`config.mk`:
```
export PLATFORM = sky130hd
export DESIGN_NAME = imem_loader
export DESIGN_NICKNAME = d
export VERILOG_FILES = /design/src/rtl/imem_loader.sv
export SDC_FILE = /design/constraint.sdc
export NUM_CORES = 1
export LEC_CHECK = 0
export ABC_AREA = 1
export CORE_ASPECT_RATIO = 2
export CORE_MARGIN = 3
export CORE_UTILIZATION = 55
export DETAILED_ROUTE_END_ITERATION = 10
export GPL_ROUTABILITY_DRIVEN = 0
export HOLD_SLACK_MARGIN = 0.12
export MAX_ROUTING_LAYER = met4
export PLACE_DENSITY = 0.8
export SLEW_MARGIN = 20
export SYNTH_ARGS = -nofsm -noshare
export SYNTH_HDL_FRONTEND = slang
export SYNTH_SLANG_ARGS = --single-unit
```
`constraint.sdc`:
```
create_clock -name SYS_clk -period 2.8 [get_ports SYS_clk]
set_input_delay 0.56 -clock SYS_clk [delete_from_list [all_inputs] [get_ports SYS_clk]]
set_output_delay 0.56 -clock SYS_clk [all_outputs]
set_load 0.05 [all_outputs]
```
`src/rtl/imem_loader.sv`:
```
// imem_loader: byte-stream programmer for the instruction memory write port.
// Accepts a framed image (SYNC, LEN, BASE, 4*LEN data bytes MSB first, CHK),
// writes each completed big-endian word to IMEM and reports the start PC.
module imem_loader #(
  parameter logic [7:0] SYNC_BYTE = 8'hA5,
  parameter int         MAX_WORDS = 64,
  parameter int         ADDR_W    = 8
) (
  input  logic              SYS_clk,
  input  logic              SYS_reset,
  input  logic [7:0]        LD_byte,
  input  logic              LD_valid,
  output logic              LD_ready,
  output logic              LD_wr_en,
  output logic [ADDR_W-1:0] LD_wr_addr,
  output logic [31:0]       LD_wr_data,
  output logic              LD_busy,
  output logic              LD_done,
  output logic [ADDR_W-1:0] LD_start_pc,
  output logic              LD_error,
  output logic [1:0]        LD_err_code
);

  // Range check is done two bits wider than the address so BASE+4*LEN never wraps.
  localparam int SUM_W = ADDR_W + 2;
  localparam logic [SUM_W-1:0] ADDR_LIMIT = {2'b01, {ADDR_W{1'b0}}};

  localparam logic [1:0] ERR_NONE  = 2'd0;
  localparam logic [1:0] ERR_RANGE = 2'd1;
  localparam logic [1:0] ERR_ALIGN = 2'd2;
  localparam logic [1:0] ERR_CHK   = 2'd3;

  typedef enum logic [2:0] {
    S_IDLE, S_LEN, S_BASE, S_DATA, S_WRITE, S_CHK, S_DONE, S_ERR
  } state_t;

  state_t              state_q, state_d;
  logic [7:0]          len_q, len_d;
  logic [7:0]          rem_q, rem_d;        // words still to be written
  logic [ADDR_W-1:0]   base_q, base_d;
  logic [ADDR_W-1:0]   addr_q, addr_d;
  logic [23:0]         shift_q, shift_d;    // first three bytes of the word in flight
  logic [31:0]         wdata_q, wdata_d;    // only changes when a word completes
  logic [1:0]          cnt_q, cnt_d;        // bytes received of the current word
  logic [7:0]          chk_q, chk_d;        // running XOR of LEN, BASE and data
  logic [ADDR_W-1:0]   start_pc_q, start_pc_d;
  logic                err_q, err_d;
  logic [1:0]          err_code_q, err_code_d;

  logic                ready;
  logic                accept;
  logic [SUM_W-1:0]    end_addr;

  assign ready    = (state_q == S_IDLE) || (state_q == S_LEN) || (state_q == S_BASE) ||
                    (state_q == S_DATA) || (state_q == S_CHK);
  assign accept   = LD_valid & ready;
  assign end_addr = SUM_W'(LD_byte) + (SUM_W'(len_q) << 2);

  // Next-state and datapath updates for the frame parser.
  always_comb begin
    state_d    = state_q;
    len_d      = len_q;
    rem_d      = rem_q;
    base_d     = base_q;
    addr_d     = addr_q;
    shift_d    = shift_q;
    wdata_d    = wdata_q;
    cnt_d      = cnt_q;
    chk_d      = chk_q;
    start_pc_d = start_pc_q;
    err_d      = err_q;
    err_code_d = err_code_q;

    case (state_q)
      S_IDLE: begin
        if (accept && (LD_byte == SYNC_BYTE)) begin
          state_d    = S_LEN;
          err_d      = 1'b0;
          err_code_d = ERR_NONE;
        end
      end

      S_LEN: begin
        if (accept) begin
          len_d = LD_byte;
          rem_d = LD_byte;
          chk_d = LD_byte;
          if ((LD_byte == 8'd0) || (int'(LD_byte) > MAX_WORDS)) begin
            state_d    = S_ERR;
            err_d      = 1'b1;
            err_code_d = ERR_RANGE;
          end else begin
            state_d = S_BASE;
          end
        end
      end

      S_BASE: begin
        if (accept) begin
          if (LD_byte[1:0] != 2'b00) begin
            state_d    = S_ERR;
            err_d      = 1'b1;
            err_code_d = ERR_ALIGN;
          end else if (end_addr > ADDR_LIMIT) begin
            state_d    = S_ERR;
            err_d      = 1'b1;
            err_code_d = ERR_RANGE;
          end else begin
            state_d = S_DATA;
            base_d  = ADDR_W'(LD_byte);
            addr_d  = ADDR_W'(LD_byte);
            chk_d   = chk_q ^ LD_byte;
            cnt_d   = 2'd0;
          end
        end
      end

      S_DATA: begin
        if (accept) begin
          chk_d   = chk_q ^ LD_byte;
          cnt_d   = cnt_q + 2'd1;
          shift_d = {shift_q[15:0], LD_byte};
          if (cnt_q == 2'd3) begin
            wdata_d = {shift_q, LD_byte};
            state_d = S_WRITE;
          end
        end
      end

      // Single strobe cycle; address advances once the write has been seen.
      S_WRITE: begin
        addr_d  = addr_q + ADDR_W'(4);
        rem_d   = rem_q - 8'd1;
        state_d = (rem_q == 8'd1) ? S_CHK : S_DATA;
      end

      S_CHK: begin
        if (accept) begin
          if (LD_byte == chk_q) begin
            state_d    = S_DONE;
            start_pc_d = base_q;
          end else begin
            state_d    = S_ERR;
            err_d      = 1'b1;
            err_code_d = ERR_CHK;
          end
        end
      end

      S_DONE:  state_d = S_IDLE;
      S_ERR:   state_d = S_IDLE;
      default: state_d = S_IDLE;
    endcase
  end

  // State register; reset drops any partial frame without writing.
  always_ff @(posedge SYS_clk) begin
    if (SYS_reset) begin
      state_q    <= S_IDLE;
      len_q      <= '0;
      rem_q      <= '0;
      base_q     <= '0;
      addr_q     <= '0;
      shift_q    <= '0;
      wdata_q    <= '0;
      cnt_q      <= '0;
      chk_q      <= '0;
      start_pc_q <= '0;
      err_q      <= 1'b0;
      err_code_q <= ERR_NONE;
    end else begin
      state_q    <= state_d;
      len_q      <= len_d;
      rem_q      <= rem_d;
      base_q     <= base_d;
      addr_q     <= addr_d;
      shift_q    <= shift_d;
      wdata_q    <= wdata_d;
      cnt_q      <= cnt_d;
      chk_q      <= chk_d;
      start_pc_q <= start_pc_d;
      err_q      <= err_d;
      err_code_q <= err_code_d;
    end
  end

  assign LD_ready    = ready;
  assign LD_wr_en    = (state_q == S_WRITE);
  assign LD_wr_addr  = addr_q;
  assign LD_wr_data  = wdata_q;
  assign LD_busy     = (state_q != S_IDLE);
  assign LD_done     = (state_q == S_DONE);
  assign LD_start_pc = start_pc_q;
  assign LD_error    = err_q;
  assign LD_err_code = err_code_q;

endmodule

```
==> metrics.txt, run 1 <==
outcome complete, no violations; hold depth 2; max incr delay on CP 0.79 ns; adder-cell area share of the yosys netlist 0.0287; hold path endpoint base_q[0]; Worst R2R Setup Slack slightly above 0.3 ns; via count approximately 5.0k; Overall Global Routing Usage 0.298; drt total wl about 14 mm; Worst-path clk slew roughly 0.08 ns; Slew HR 0.566; worst-path cell chain inv_2 > nand2_1 > nor2_1 > inv_1 > clkdlybuf4s50_1; fin worst setup slack between 0.07 and 0.08 ns; pre-CTS WS -0.363 ns; TritonRoute pass-1 iters 5; largest net degree at the start of global routing 61; crit-path max FO 5; core area 8770 um^2; area leader, netlist dfxtp_1; Root Driver clkbuf_16; syn_nets a little over 700; min-delay src base_q[0]; vias in the first global route 5058; worst r2r src len_q[0]; Final Cycle Share 0.974; post-route ant nets 0; LEAKAGE 0.00262 uW; xor and xnor area share after synthesis 0.0225; Syn Area/Cell between 7 and 8 um^2; Inst Count DP 860; Commonest cells post-synth nand2_1 (153), nor2_1 (116), dfxtp_1 (112); Initial Util 0.576; Worst Clk Skew between 0.01 and 0.015 ns; Die X-Extent between 70 and 80 um; post-detail-place hpwl ~10 mm; Port Buffer Count between 60 and 70; Power per Cell Area between 500 and 600 nW/um^2; Non-Filler Instances between 800 and 900; top cells by area, synth dfxtp_1 (44%), nand2_1 (11%), nor2_1 (8.6%); Nets between 700 and 800; Total Neg Setup Slack 0 ns; worst-margin pin slew 0.647 ns; CTS tree done; register area share after synthesis 0.444; post-synthesis to final-layout area growth 24.2%; die height roughly 140 um; most instantiated library cell after synthesis nand2_1; element type at the critical path start register; VDD IR-drop max roughly 0.60 mV; r2r endpoint LD_wr_addr[4]; Mapped Area ~5100 um^2; # hold bufs at CTS 0; share of the synthesized area in the top cell type 0.444; share of layout cells above drive strength 1 0.0915; total CTS buffers 9; Post-synth EDFFs 0; Max clock buf depth 2; Post-route DRC 0; die footprint between 10000 and 15000 um^2; Worst Setup End Kind primary output; unique cell type count in the Yosys netlist 36; crit path time final 2.73 ns; Async SR Flop Fraction 0; Clk Latency, worst-skew pair roughly 0.36 ns; Iteration-0 DRC Markers between 400 and 500; max-cap violations 0; synthesized instance count 704; ant diodes 0; Vias/cell about 5.7; overall power 3160 uW; ys flop type dfxtp_1; cell row count between 40 and 50; initial antenna violation count 0; global-route wire length before repair 23.6 mm; io pins 66; mux contribution to synthesized area 0; # setup viols final 0; FMAX 367 MHz; largest family of logic cells by synthesized area simple AND/OR/NAND/NOR gates; WL/cell 16.3 um; max-slew violation count 0; Compound-Gate Fraction of Synth Area 0.161; arrival time at the worst endpoint around 2.2 ns; Setup CP Type reg2out; Critical Path RT between 2 and 2.5 ns; number of synthesized register bits ~110; R2R depth 16; Post-Synth Simple-Gate Area 0.271; Critical-path top delay cell clkdlybuf4s50_1; Hold Path Class reg2reg; H-Tree Depth 3; CTS Sinks around 110; Synthesis Warnings 0; gr ovfl total 0; # fillers between 700 and 800; Final Hold Viols 0; RSZ-0062 raised after global routing false
==> sequential cells by signal, indices dropped and copies added, names as in the netlist <==
signal / count
LD_err_code: 2
LD_error: 1
LD_start_pc: 8
LD_wr_addr: 8
LD_wr_data: 32
base_q: 8
chk_q: 8
cnt_q: 2
len_q: 8
rem_q: 8
shift_q: 24
state_q: 3
==> stage by stage <==
| step | utilization | cell area, um^2 | hold WS [ns] |
|---|---|---|---|
| after global placement | 0.669 | 5860 | 0.441 |
| final | 0.716 | 6270 | 0.462 |
| after floorplan | - | 5050 | 0.430 |
| after CTS | 0.708 | 6210 | 0.459 |
| after detailed placement | 0.669 | 5860 | 0.446 |
| after global routing | 0.716 | 6270 | 0.486 |
==> layout make-up <==
type	instances	area, um^2	share of cell area
Multi-Input combinational cell	502	2500	0.399
Timing Repair Buffer	86	838	0.134
Tap cell	100	125	0.0199
Clock inverter	6	101	0.0162
Sequential cell	112	2240	0.357
Clock buffer	10	239	0.0381
Inverter	60	228	0.0363
==> logic make-up (layout without fill, tap and decap cells) <==
logic type      Yosys count  count (layout)
simple gates            327             327
compound gates          151             151
flops                   112             112
buf+inv                  90             162
xor+xnor                 13              13
fa+ha+maj                11              11
==> cells in the final DEF, fill, tap and decap left out, types with 3 or more instances in the layout <==
master,count
a211oi_1,5
a21oi_1,67
a21oi_2,3
a31oi_1,4
buf_4,18
clkbuf_16,9
clkdlybuf4s50_1,61
dfxtp_1,112
ha_1,9
inv_1,51
inv_2,8
nand2_1,148
nand2_2,4
nand2_4,3
nand3_1,37
nand4_1,4
nor2_1,113
nor2_2,5
nor3_1,4
o21ai_0,64
xnor2_1,6
xor2_1,7
==> how the worst max path moves through the flow <==
| stage | from | endpoint | slack (ns) | cells past startpoint |
|---|---|---|---|---|
| 6_report | state_q[2] | LD_busy | 0.07 | 5 |
| 5_1_grt | LD_byte[6] | LD_wr_addr[4] | 0.002 | 14 |
| 4_1_cts | LD_byte[2] | LD_wr_addr[2] | 0.01 | 17 |
| 3_5_place_dp | LD_byte[2] | LD_wr_addr[2] | -0.36 | 17 |
| 3_3_place_gp | LD_byte[2] | LD_wr_addr[6] | -0.26 | 17 |
| 2_1_floorplan | LD_byte[2] | LD_wr_addr[4] | 0.39 | 16 |
==> repair_timing <==
| item | 4_1_cts | 5_1_grt |
|---|---|---|
| endpoints found under the hold margin | 0 | 0 |
| pin swaps | 0 | 11 |
| resized for setup | 1 | 20 |
| setup buffers | 0 | 0 |
| endpoints found under the setup margin | 4 | 30 |
==> worst max-delay path, delay by kind of cell, from the launching register on <==
kind	cells	cell delay, ns
AND/OR/NAND/NOR	2	0.25
buffers and inverters	3	0.98
flip-flops	1	0.58
==> power by group <==
part / switching, uW / total (uW) / internal [uW]
clock network: 608 / 1430 / 821
logic: 94.0 / 138 / 43.5
registers: 0.896 / 1590 / 1590
total: 703 / 3160 / 2460
==> per-layer routing <==
layer	part of all wire	vias to the layer above	global-route usage
met1	0.35	2331	0.291
met5	0	-	-
met2	0.56	179	0.534
li1	-	2421	-
met4	0.050	0	0.180
met3	0.040	57	0.0369
Power figures use the tool's default switching activity.
==> run 2, diff against run 1 <==
- MAX_ROUTING_LAYER: met4 -> unset
- clock period: 2.8 -> 2.6 ns (I/O delays scaled with it)
==> metrics.txt, run 2 (synthesis results as in run 1) <==
DR WL met3 502 um (-11%); Non-Filler Instances 881 (+0.57%); final hold slack 0.459 ns (-0.00275 ns); crit path time final 2.42 ns; Overall Global Routing Usage 0.275 (-0.0229); # hold bufs at CTS 0 (unchanged); pre-CTS WS -0.526 ns (-0.163 ns); vias in the first global route 4769 (-5.7%); max reg flops 32 (unchanged); global-route wire length before repair 22.4 mm (-5.2%); FMAX a little over 400 MHz; fin worst setup slack 0.180 ns (+0.109 ns); core area 8770 um^2 (unchanged); Slew HR 0.564 (-0.00205); Hold Path Class reg2reg; overall power 3330 uW (+5.5%); most frequent cells in the layout nand2_1 (147), nor2_1 (115), dfxtp_1 (112), a21oi_1 (65), o21ai_0 (64); Iteration-0 DRC Markers 323 (-35%); Post-route DRC 0 (unchanged); max-slew violation count 0 (unchanged); outcome complete, no violations; Port Buffer Count 65 (unchanged); RSZ-0062 raised after global routing false; Core Util, Final 0.721 (+0.00528); ant diodes 0 (unchanged); io pins 66 (unchanged); post-route ant nets 0 (unchanged); Vias/cell 5.58 (-2.0%); Root Driver clkbuf_16; CTS tree done; gr ovfl total 0 (unchanged); post-detail-place hpwl 9.95 mm (-3.6%); drt total wl 13.7 mm (-4.1%); switching part of the total 0.230 (+0.00801); uppermost layer routed met4; # setup viols final 0 (unchanged); die footprint 10400 um^2 (unchanged); arrival time at the worst endpoint 2.63 ns (+0.46 ns); Worst-path clk slew 0.08 ns (about the same); Worst Clk Skew 0.00503 ns (-0.00507 ns); worst-margin pin slew 0.654 ns (+0.00742 ns); Inst Count DP 864 (+0.47%); via count 4916 (-1.4%); WL/cell 15.6 um (-4.6%); sequential share of power 0.515 (+0.011); Initial Util 0.576 (unchanged); crit-path max FO 16 (+11); LEAKAGE 0.00266 uW (+1.5%); Power per Cell Area 527 nW/um^2 (+4.7%); min-delay src LD_wr_addr[0]; CTS Sinks 112 (unchanged); Metal-1 WL 5.01 mm (+0.62%); most common cell after layout, fill and taps aside nand2_1; switching pwr 768 uW (+9.3%); worst r2r src len_q[0]; total CTS buffers 9 (unchanged); Max clock buf depth 2 (unchanged); H-Tree Depth 3 (unchanged); Register Area 2240 um^2 (unchanged); largest net degree at the start of global routing 61 (unchanged); VDD IR-drop max 0.500 mV (-16%); Die X-Extent 73.8 um (unchanged); Critical Path RT 2.81 ns (+0.57 ns); Final Cycle Share 0.931; max-cap violations 0 (unchanged); Worst Setup End Kind register; post-synthesis to final-layout area growth 25.1%; Final Hold Viols 0 (unchanged); clock network power share 0.440 (-0.012); Int Pwr 2560 uW (+4.4%); share of layout cells above drive strength 1 0.102 (+0.0109); combinational fraction of design power 0.045 (about the same); Multi-input gate area 2520 um^2 (+0.80%); met2 wire length 7.26 mm (-9.7%); Worst setup startpoint LD_byte[6]; initial antenna violation count 0 (unchanged); TritonRoute pass-1 iters 5 (unchanged); die height 142 um (unchanged); Clk Latency, worst-skew pair 0.35 ns (about the same); Setup CP Type in2reg; # fillers 697 (-3.7%); Nets 798 (+0.63%); element type at the critical path start input port; cell row count 48 (unchanged)
## run 2: cell count changes in the layout (fill, tap and decap cells not counted), sizes merged
cell           change
buf                +7
bufinv             -1
clkdlybuf4s50      -3
clkinvlp           -1
dlygate4sd2        +1
inv                +2
## run 2: routing by layer
metal  GRT usage  up-vias
met3      0.0468       59
li1            -     2430
met2       0.479      149
met1       0.288     2278
met5           0        -
met4       0.186        0
## run 2: through the flow
stage	setup TNS, ns	cell area (um^2)
after floorplan	0	5050
after global placement	-10.84	5900
after detailed placement	-13.87	5900
after CTS	0	6260
after global routing	0	6320
final	0	6320
## run 2: what timing repair did
| action | CTS | global route |
|---|---|---|
| resized for setup | 11 | 15 |
| endpoints found under the setup margin | 24 | 27 |
| pin swaps | 4 | 6 |
| buffers inserted | 1 | 0 |
## run 2: path summary, 6_finish.rpt
check,to,slack (ns),cells after the start
worst min register to register,LD_wr_addr[0],0.46,2
worst min-delay path,LD_wr_addr[0],0.46,2
worst max register to register,base_q[7],0.26,15
worst max-delay path,base_q[7],0.18,13
## run 2: area by class of cell
type / count / area share
multi-input combinational: 502 / 0.399
inverter: 60 / 0.0360
tap: 100 / 0.0198
sequential: 112 / 0.355
timing repair buffer: 91 / 0.140
clock inverter: 6 / 0.0133
clock buffer: 10 / 0.0378
## run 2: worst max-delay path: stages
cell	delay, ns
clkdlybuf4s50_1	0.44
ha_1	0.32
a21oi_1	0.24
nor2_1	0.07
nor2_1	0.12
nand2_1	0.06
nand2_1	0.06
nand2_1	0.07
inv_1	0.20
nand4_4	0.14
buf_12	0.17
a21oi_2	0.16
nor2_1	0.06
## run 2: power by group through the flow
stage	registers [uW]	logic (uW)	clock network (uW)
after global routing	1720	162	1550
final	1720	151	1470
after detailed placement	1760	145	0
after global placement	1760	143	0
after floorplan	1760	79.0	0
after CTS	1720	146	1480
==> run 3, diff against run 2 <==
- GPL_ROUTABILITY_DRIVEN: 0 -> unset
==> metrics.txt, run 3 (synthesis results as in run 1) <==
outcome complete, no violations; # fillers 708 (+1.6%); sequential share of power 0.522 (+0.007); TritonRoute pass-1 iters 5 (unchanged); uppermost layer routed met4; WL/cell 15.6 um (+0.45%); Clk Latency, worst-skew pair 0.34 ns (about the same); Setup CP Type in2reg; Worst-path clk slew 0.07 ns (about the same); hold depth 2 (unchanged); drt total wl 13.9 mm (+1.1%); Slew HR 0.563 (-0.000697); Core Util, Final 0.721 (about the same); via count 4891 (-0.51%); worst-margin pin slew 0.655 ns (+0.000324 ns); Overall Global Routing Usage 0.280 (+0.00511); Metal-1 WL 5.01 mm (about the same); Final Cycle Share 0.946 (+0.0159); FMAX 406 MHz (-1.7%); overall power 3290 uW (-1.3%); switching part of the total 0.224 (-0.00619); max incr delay on CP 0.48 ns (+0.04 ns); H-Tree Depth 3 (unchanged); Vias/cell 5.51 (-1.2%); Final Hold Viols 0 (unchanged); CTS tree done; fin worst setup slack 0.139 ns (-0.0413 ns); Worst Setup End Kind register; largest net degree at the start of global routing 61 (unchanged); gpl congestion ~0.97; Die X-Extent 73.8 um (unchanged); global-route wire length before repair 22.7 mm (+1.4%); Hold Path Class reg2reg; most common cell after layout, fill and taps aside nand2_1; Worst R2R Setup Slack 0.16 ns (-0.10 ns); Worst Clk Skew 0.00566 ns (+0.000630 ns); vias in the first global route 4910 (+3.0%); combinational fraction of design power 0.046 (about the same); Iteration-0 DRC Markers 290 (-10%); R2R depth 15 (unchanged); hold path endpoint LD_wr_addr[1]; die footprint 10400 um^2 (unchanged); max-cap violations 0 (unchanged); die height 142 um (unchanged); max-slew violation count 0 (unchanged); Nets 804 (+0.75%); post-detail-place hpwl 10.4 mm (+4.8%); post-synthesis to final-layout area growth 25.2% (about the same); min-delay src LD_wr_addr[1]; DR WL met3 465 um (-7.4%); CTS Sinks 112 (unchanged); crit-path max FO 8 (-8); LEAKAGE 0.00266 uW (about the same); r2r endpoint base_q[7]; Int Pwr 2550 uW (-0.54%); CP most frequent cell nor2_1; max reg flops 32 (unchanged); met2 wire length 7.45 mm (+2.7%); switching pwr 737 uW (-4.0%); # setup viols final 0 (unchanged); worst r2r src len_q[0]; post-route ant nets 0 (unchanged); clock network power share 0.432 (-0.008); worst-path cell chain dlygate4sd2_1 > ha_2 > inv_1 > fa_1 > inv_1 > nor2_1 > nand2_1 > nor2_1 > nand3_1 > nor2_1 > nand2_1 > nand2_2 > nand4_4 > buf_12 > a21oi_1 > nor2_1; Critical Path RT 2.81 ns (about the same); Port Buffer Count 65 (unchanged); Max clock buf depth 2 (unchanged); core area 8770 um^2 (unchanged); arrival time at the worst endpoint 2.67 ns (+0.04 ns); element type at the critical path start input port; most frequent cells in the layout nand2_1 (149), nor2_1 (116), dfxtp_1 (112), a21oi_1 (68), o21ai_0 (64); # hold bufs at CTS 0 (unchanged); Root Driver clkbuf_16; pre-CTS WS -0.459 ns (+0.0674 ns); VDD IR-drop max 0.528 mV (+5.7%); Initial Util 0.576 (unchanged); total CTS buffers 9 (unchanged); crit path time final 2.46 ns (+0.0413 ns); Power per Cell Area 520 nW/um^2 (-1.4%); Post-route DRC 0 (unchanged); Critical-path top delay cell fa_1; cell row count 48 (unchanged); final hold slack 0.462 ns (+0.00303 ns); share of layout cells above drive strength 1 0.0991 (-0.00332); ant diodes 0 (unchanged); gr ovfl total 0 (unchanged); RSZ-0062 raised after global routing false; initial antenna violation count 0 (unchanged); io pins 66 (unchanged)
-- run 3: how the worst max path moves through the flow --
stage,endpoint,startpoint,cells after the start
final,base_q[7],LD_byte[2],16
after floorplan,LD_wr_addr[4],LD_byte[2],16
after detailed placement,LD_wr_addr[7],LD_byte[2],17
after global placement,LD_wr_addr[7],LD_byte[2],17
after global routing,base_q[7],LD_byte[2],16
after CTS,base_q[3],LD_byte[3],15
-- run 3: cell type report --
| cell class | count | area, um^2 | share of cell area |
|---|---|---|---|
| clock buffer | 11 | 243 | 0.0384 |
| sequential | 112 | 2240 | 0.354 |
| clock inverter | 5 | 67.6 | 0.0107 |
| multi-input combinational | 502 | 2480 | 0.392 |
| inverter | 60 | 228 | 0.0360 |
| timing repair buffer | 97 | 943 | 0.149 |
| tap | 100 | 125 | 0.0198 |
-- run 3: power groups by stage --
stage / Sequential, uW / Combinational [uW] / Clock [uW]
after CTS: 1720 / 150 / 1420
after global placement: 1760 / 147 / 0
final: 1720 / 152 / 1420
after floorplan: 1760 / 79.0 / 0
after detailed placement: 1760 / 149 / 0
after global routing: 1720 / 166 / 1500
-- run 3: layer usage --
metal	up-vias	track usage
li1	2444	-
met1	2268	0.297
met2	127	0.493
met3	52	0.0411
met4	0	0.181
met5	-	0
-- run 3: worst max-delay path, delay by kind of cell --
kind / cells / cell delay [ns]
adders and majority gates: 2 / 0.67
AOI/OAI and AO/OA: 1 / 0.14
and+or+nand+nor: 9 / 0.82
buffers and inverters: 4 / 0.51
-- run 3: through the flow --
| stage | TNS, ns | instances | area, um^2 |
|---|---|---|---|
| finish | 0 | 887 | 6330 |
| global route | 0 | 887 | 6330 |
| CTS | 0 | 886 | 6300 |
| detailed placement | -12.24 | 868 | 5930 |
| global placement | -11.28 | 868 | 5930 |
| floorplan | 0 | 704 | 5050 |
-- run 3: what timing repair did --
item | 4_1_cts | 5_1_grt
gates resized for setup | 10 | 5
pin swaps | 0 | 2
cloned | 1 | 0
buffers inserted | 1 | 1
setup endpoints to repair | 24 | 31
